--- config.mk ---
export PLATFORM = sky130hd
export DESIGN_NAME = moore_pattern_gen
export DESIGN_NICKNAME = d
export VERILOG_FILES = /design/src/rtl/moore_pattern_pkg.sv /design/src/rtl/moore_pattern_gen_shift_reg.sv /design/src/rtl/moore_pattern_gen.sv
export SDC_FILE = /design/constraint.sdc
export NUM_CORES = 1
export LEC_CHECK = 0
export CORE_ASPECT_RATIO = 0.7
export CORE_UTILIZATION = 39
export DETAILED_ROUTE_END_ITERATION = 10
export HOLD_SLACK_MARGIN = 0.03
export PLACE_DENSITY = 0.59
export REMOVE_ABC_BUFFERS = 1
export SLEW_MARGIN = 20
export SYNTH_ARGS = -nofsm -noshare
export SYNTH_HDL_FRONTEND = slang
export SYNTH_SLANG_ARGS = --single-unit
export TNS_END_PERCENT = 1
--- constraint.sdc ---
create_clock -name clk -period 3.9 [get_ports clk]
set_input_delay 0.585 -clock clk [delete_from_list [all_inputs] [get_ports clk]]
set_output_delay 0.585 -clock clk [all_outputs]
set_load 0.05 [all_outputs]
--- src/rtl/moore_pattern_pkg.sv ---
// Shared encodings for the Moore pattern generator and detector.
// State enum plus the default 1010 pattern constant.
package moore_pattern_pkg;

  typedef enum logic [1:0] {
    S_IDLE,
    S_SHIFT,
    S_GAP,
    S_DONE
  } state_e;

  localparam logic [3:0] DEFAULT_PATTERN = 4'b1010;

endpackage

--- src/rtl/moore_pattern_gen_shift_reg.sv ---
// pattern_shift_reg: parallel load, MSB-first shift-out with zero fill.
// Ports: clk, rst (sync, active-high), load, shift, din, msb.
module pattern_shift_reg #(
  parameter int PATTERN_W = 4
) (
  input  logic                 clk,
  input  logic                 rst,
  input  logic                 load,
  input  logic                 shift,
  input  logic [PATTERN_W-1:0] din,
  output logic                 msb
);

  logic [PATTERN_W-1:0] sr_q;
  logic [PATTERN_W-1:0] sr_d;

  always_comb begin
    sr_d = sr_q;
    if (load) begin
      sr_d = din;
    end else if (shift) begin
      sr_d = {sr_q[PATTERN_W-2:0], 1'b0};
    end
  end

  always_ff @(posedge clk) begin
    if (rst) begin
      sr_q <= '0;
    end else begin
      sr_q <= sr_d;
    end
  end

  assign msb = sr_q[PATTERN_W-1];

endmodule

--- src/rtl/moore_pattern_gen.sv ---
// Moore pattern generator: valid/ready word in, MSB-first serial out,
// N repetitions with optional idle gap. Ports: in_valid/in_ready/pattern_in/
// repeat_in/abort in; data/data_valid/frame_start/done/sent_count out.
module moore_pattern_gen
  import moore_pattern_pkg::*;
#(
  parameter int PATTERN_W  = 4,
  parameter int RPT_W      = 4,
  parameter int GAP_CYCLES = 0,
  parameter int CNT_W      = 8
) (
  input  logic                 clk,
  input  logic                 rst,
  input  logic                 in_valid,
  output logic                 in_ready,
  input  logic [PATTERN_W-1:0] pattern_in,
  input  logic [RPT_W-1:0]     repeat_in,
  input  logic                 abort,
  output logic                 data,
  output logic                 data_valid,
  output logic                 frame_start,
  output logic                 done,
  output logic [CNT_W-1:0]     sent_count
);

  localparam int BW = $clog2(PATTERN_W);
  localparam int GW = (GAP_CYCLES > 0) ? $clog2(GAP_CYCLES + 1) : 1;

  state_e               state_q, state_d;
  logic [BW-1:0]        bit_q, bit_d;
  logic [RPT_W-1:0]     rpt_q, rpt_d;
  logic [GW-1:0]        gap_q, gap_d;
  logic [PATTERN_W-1:0] pat_q, pat_d;
  logic [CNT_W-1:0]     cnt_q, cnt_d;
  logic                 dv_q, dv_d;
  logic                 fs_q, fs_d;
  logic                 done_q, done_d;
  logic                 rdy_q, rdy_d;

  logic                 sr_load;
  logic                 sr_shift;
  logic [PATTERN_W-1:0] sr_din;

  logic accept;
  logic last_bit;
  logic last_rpt;
  logic gap_last;

  assign accept   = in_valid & rdy_q & ~abort;
  assign last_bit = (bit_q == BW'(PATTERN_W - 1));
  assign last_rpt = (rpt_q == RPT_W'(1));
  assign gap_last = (GAP_CYCLES > 0) &&
                    (int'(gap_q) == GAP_CYCLES - 1);

  always_comb begin
    state_d  = state_q;
    bit_d    = bit_q;
    rpt_d    = rpt_q;
    gap_d    = gap_q;
    pat_d    = pat_q;
    cnt_d    = cnt_q;
    sr_load  = 1'b0;
    sr_shift = 1'b0;
    sr_din   = pat_q;
    fs_d     = 1'b0;

    if (abort && state_q != S_IDLE) begin
      // Loading zeros clears the serial line immediately.
      state_d = S_IDLE;
      bit_d   = '0;
      gap_d   = '0;
      sr_load = 1'b1;
      sr_din  = '0;
    end else begin
      unique case (state_q)
        S_IDLE: begin
          if (accept) begin
            state_d = S_SHIFT;
            pat_d   = pattern_in;
            rpt_d   = (repeat_in == '0) ? RPT_W'(1) : repeat_in;
            bit_d   = '0;
            sr_load = 1'b1;
            sr_din  = pattern_in;
            fs_d    = 1'b1;
          end
        end
        S_SHIFT: begin
          if (!last_bit) begin
            bit_d    = bit_q + BW'(1);
            sr_shift = 1'b1;
          end else begin
            bit_d = '0;
            if (cnt_q != '1) begin
              cnt_d = cnt_q + CNT_W'(1);
            end
            if (last_rpt) begin
              // Final shift drains the register to all zeros.
              state_d  = S_DONE;
              sr_shift = 1'b1;
            end else begin
              rpt_d = rpt_q - RPT_W'(1);
              if (GAP_CYCLES == 0) begin
                sr_load = 1'b1;
                fs_d    = 1'b1;
              end else begin
                state_d  = S_GAP;
                gap_d    = '0;
                sr_shift = 1'b1;
              end
            end
          end
        end
        S_GAP: begin
          if (gap_last) begin
            state_d = S_SHIFT;
            gap_d   = '0;
            sr_load = 1'b1;
            fs_d    = 1'b1;
          end else begin
            gap_d = gap_q + GW'(1);
          end
        end
        S_DONE: begin
          state_d = S_IDLE;
        end
        default: begin
          state_d = S_IDLE;
        end
      endcase
    end

    dv_d   = (state_d == S_SHIFT);
    done_d = (state_d == S_DONE);
    rdy_d  = (state_d == S_IDLE);
  end

  always_ff @(posedge clk) begin
    if (rst) begin
      state_q <= S_IDLE;
      bit_q   <= '0;
      rpt_q   <= '0;
      gap_q   <= '0;
      pat_q   <= '0;
      cnt_q   <= '0;
      dv_q    <= 1'b0;
      fs_q    <= 1'b0;
      done_q  <= 1'b0;
      rdy_q   <= 1'b1;
    end else begin
      state_q <= state_d;
      bit_q   <= bit_d;
      rpt_q   <= rpt_d;
      gap_q   <= gap_d;
      pat_q   <= pat_d;
      cnt_q   <= cnt_d;
      dv_q    <= dv_d;
      fs_q    <= fs_d;
      done_q  <= done_d;
      rdy_q   <= rdy_d;
    end
  end

  pattern_shift_reg #(
    .PATTERN_W(PATTERN_W)
  ) u_sr (
    .clk  (clk),
    .rst  (rst),
    .load (sr_load),
    .shift(sr_shift),
    .din  (sr_din),
    .msb  (data)
  );

  assign in_ready    = rdy_q;
  assign data_valid  = dv_q;
  assign frame_start = fs_q;
  assign done        = done_q;
  assign sent_count  = cnt_q;

endmodule
# == Word level (Yosys, flattened, before mapping) ==
# Cells that the tools add are included.
# totals
regBits,28
elab_cells,66
# classes
add_sub_neg,3
eq_ne,11
mux,27
n_bitwise,4
n_reduce_logical,11
# ops
op,count
two-way mux 4 bit,9
two-way mux 2 bit,6
"adder 8 x 1 -> 8 bit, second input constant",1
"equality test 2 bit, second input constant",4
two-way mux 1 bit,8
"!= test 8 bit, second input constant",1
one-hot mux 2 bit (4 select lines),1
one-hot mux 4 bit (2 select lines),1
"!= test 2 bit, second input constant",3
nonzero test 2 bit,3
AND reduction 5 bit,1
"equality test 2 x 1 -> 1 bit, second input constant",2
"equality test 4 x 1 -> 1 bit, second input constant",1
logical NOT 2 bit,2
logical NOT 4 bit,1
one-hot mux 2 bit (2 select lines),1
AND reduction 4 bit,1
"subtractor 4 x 1 -> 4 bit, second input constant",1
"adder 2 x 1 -> 2 bit, second input constant",1
bitwise AND 1 bit,2
inverter 1 bit,2
one-hot mux 1 bit (2 select lines),1
AND reduction 2 bit,1
OR reduction 2 bit,1
logical AND 1 bit,1

# == Logic depth before layout (Yosys ltp) ==
# depth
word_depth,7
depth_mapped,6
depth_no_buf,6

# == Hierarchy ==
# From an unflattened synthesis, not the netlist that was laid out.
# unflattened
cells_unflattened,147
hier_area_um2,1353.8
# modules_own_cells
module,n_inst,cells_per_inst,area_per_inst_um2
moore_pattern_gen,1,130,1181.1
pattern_shift_reg,1,17,172.7

# == Least setup slack after synthesis ==
# No wires, ideal clock.
# synth_path
path_type,register to register
from,reg cnt_q[0] (netlist: sent_count[0])
to,reg cnt_q[1] (netlist: sent_count[1])
arrival_time_ps,1599
required_ps,3772
setup_slack_ps,2173
path_stages_with_launch,7
n_path_buf,1
cell_sequence,dfxtp_1 -> ha_1 -> nand4_1 -> o21ai_2 -> buf_6 -> mux2i_1 -> nor2_1
# synth_between
elab_chain_len,2
# synth_rtl
element,line,source
"start, declared",moore_pattern_gen.sv:34,"logic [CNT_W-1:0] cnt_q, cnt_d;"
"start signal, assigned",moore_pattern_gen.sv:155,cnt_q <= cnt_d;
"parallel branches: the longest is 2 deep, another holds adder 8 x 1 -> 8 bit",--,
# Several ways; the timed one is not identified.
# A chain may end at the register's enable or synchronous reset.

# == Final worst setup path ==
# layout_path
from,reg cnt_q[2] (netlist: sent_count[2])
to,out sent_count[2]
# layout_rtl
element,line,source
"end, declared",moore_pattern_gen.sv:23,output logic [CNT_W-1:0] sent_count
# No word-level cell between the ends.

==> metrics.md <==
| Metric | Value |
|---|---|
| # Post-CTS Setup Buffers | 0 |
| Post-synthesis register bit count | 28 |
| CTS Buf Count | 3 |
| Worst Hold Class | reg -> reg |
| Post-synth top area share | 41.87% |
| Worst Clk Skew | 0.009162 ns |
| Max Cap Viol | 0 |
| CTS tree | done |
| Peak fanout along the critical path | 7 |
| Comb pwr share | 12.1% |
| Wire length per cell | 12.79 um |
| Crit path kind | reg -> out |
| # IOs | 25 |
| Seq/Total Area, Yosys | 41.87% |
| P_int | 0.4144 mW |
| IO buf count | 24 |
| Required time of the worst setup path | 3.31 ns |
| Layout Utilization | 52.05% |
| Avg Cell Area, Syn | 8.582 um^2 |
| Crit-path slowest cell | clkdlybuf4s50_1 |
| Full die area | 0.003675 mm^2 |
| First-pass GRT wire length | 5057 um |
| Synth cell count leaders | dfxtp_1, nand2_1, a21oi_1, nor2_1, o21ai_0 |
| Die W | 72.03 um |
| Vias per cell | 5.317 |
| Slew HR | 62.71% |
| Initial detailed-routing violation count | 54 |
| Count leader, synth | dfxtp_1 |
| Final #Nets | 197 |
| Clock power frac | 32.9% |
| Final hold violations | 0 |
| Final period utilization | 54.99% |
| Status | finished, final reports clean |
| Post-detail-place hpwl | 2095 um |
| # setup viols final | 0 |
| Top cells by area, synth | dfxtp_1, a21oi_1, nand2_1, ha_1, nor2_1 |
| Clk_lat worst skew | 0.27 ns |
| CP arrival | 1.56 ns |
| Final Worst Setup Slack | 1.755 ns |
| Delay of the slowest critical-path stage | 0.85 ns |
| # diodes | 0 |
| Reg clk slew, reported paths | 0.10 ns |
| CP Launch Type | flip-flop |
| Gpl congestion | 0.7874 |
| Initial antenna violation count | 0 |
| First-pass DRT Iterations | 4 |
| Ys Warns | 0 |
| Lkg Pwr | 0.5832 nW |
| Vias | 1,207 |
| Largest net degree at the start of global routing | 22 |
| Family with the most delay on the worst path | buffers and inverters |
| Post-route setup TNS | 0 ns |
| RSZ-0062 raised after global routing | no |
| Longest Clk Path Bufs | 2 |
| Slew @ Worst Pin | 0.5546 ns |
| Std-Cell Rows | 17 |
| Number of enable flip-flop cells after synthesis | 0 |
| CP Capture Type | output pin |
| Total power | 0.5454 mW |
| Share of cells above drive strength 1 | 7.222% |
| Primary FF master, synth | dfxtp_1 |
| Synth-to-Final Area Change | 24.86% |
| Post-synth top area cell | dfxtp_1 |
| PD cells | 326.3 mW/mm^2 |
| DRT antenna net count | 0 |
| Slew Limit Fails | 0 |
| Post-Syn Instances | 156 |
| CP cell instances | clkdlybuf4s50_1 |
| Core area | 0.003212 mm^2 |
| NetSw | 0.1311 mW |
| CTS root buf | clkbuf_8 |
| Pre-CTS setup slack | 1.576 ns |
| VDD IR max | 0.1700 mV |
| # hold bufs at CTS | 0 |
| Total grt overflow | 0 |
| Synth cell types | 41 |
| Asr flop ratio synth | 0% |
| DIE HEIGHT | 51.02 um |
| Fmax | 466.3 MHz |
| Initial core utilization | 41.68% |
| Total Wirelength | 2904 um |
| Post-route DRC | 0 |
| Sequential share of power | 55.0% |
| Post-route minimum period | 2.145 ns |
| Post-Syn Area | 0.001339 mm^2 |
| Worst path bufs/invs | 1 |
| Cts repair resizes | 0 |
| Sw Share | 24.03% |
| Fin Hold WS | 0.4644 ns |
| Number of global-route vias before repair | 1,130 |
| All-Layer GR Usage | 17.78% |
| Clock sinks | 28 |
| Max H-tree Level | 1 |
| Filler cells | 289 |
-- power groups by stage --
stage | clock (mW) | sequential, mW | combinational [mW]
after global placement | 0 | 0.306 | 0.0649
after floorplan | 0 | 0.311 | 0.0325
after CTS | 0.187 | 0.300 | 0.0661
after detailed placement | 0 | 0.306 | 0.0658
final | 0.179 | 0.300 | 0.0662
after global routing | 0.203 | 0.301 | 0.0732
-- registers in the layout, summed over array words and instances, names as in the netlist --
name,flops
data_valid,1
in_ready,1
pat_q,4
u_sr.sr_q,4
sent_count,8
frame_start,1
done,1
bit_q,2
state_q,2
rpt_q,4
-- final timing paths --
check	startpoint	endpoint	slack, ns	cells past startpoint
setup / recovery	sent_count[2]	sent_count[2]	1.76	1
setup reg to reg	rpt_q[0]	u_sr.sr_q[1]	2.07	5
hold reg to reg	pat_q[1]	pat_q[1]	0.46	2
hold / removal	pat_q[1]	pat_q[1]	0.46	2
-- layer usage --
metal  global-route usage (%)  vias up  routed length [um]  part of all wire, %
met5                        0        -                   0                    0
met2                    29.40       26                1293                   45
li1                         -      616                   -                    -
met3                    5.325        4                 149                  5.1
met1                    22.99      561                1446                   50
met4                    3.922        0                  15                 0.52
-- layout make-up --
cell class	instances	area, um^2	area share (%)
Tap cell	47	58.81	3.518
Clock buffer	4	55.05	3.293
Sequential cell	28	560.5	33.53
Multi-Input combinational cell	116	723.2	43.26
Timing Repair Buffer	25	247.7	14.82
Inverter	7	26.28	1.572
-- placed cells by master, fill, tap and decap left out, types with 4 or more instances in the layout --
cell,instances
nor3_1,4
or3_1,4
a21oi_1,15
nand2_1,19
clkdlybuf4s50_1,24
o21ai_0,8
clkbuf_8,4
nor2_1,12
dfxtp_1,28
inv_1,7
ha_1,4
-- cell families (layout without fill, tap and decap cells) --
family | after synthesis | after routing | share of synthesized area (%)
simple gates | 66 | 66 | 26.92
compound gates | 44 | 44 | 21.96
flops | 28 | 28 | 41.87
xor+xnor | 1 | 1 | 0.6543
buf+inv | 12 | 36 | 4.113
fa+ha+maj | 4 | 4 | 3.738
mux | 1 | 1 | 0.7477
-- stage by stage --
| stage | cell area (um^2) | cells |
|---|---|---|
| finish | 1672 | 227 |
| global route | 1672 | 227 |
| CTS | 1672 | 227 |
| detailed placement | 1617 | 223 |
| global placement | 1617 | 223 |
| floorplan | 1310 | 151 |
(Power assumes the default switching activity.)
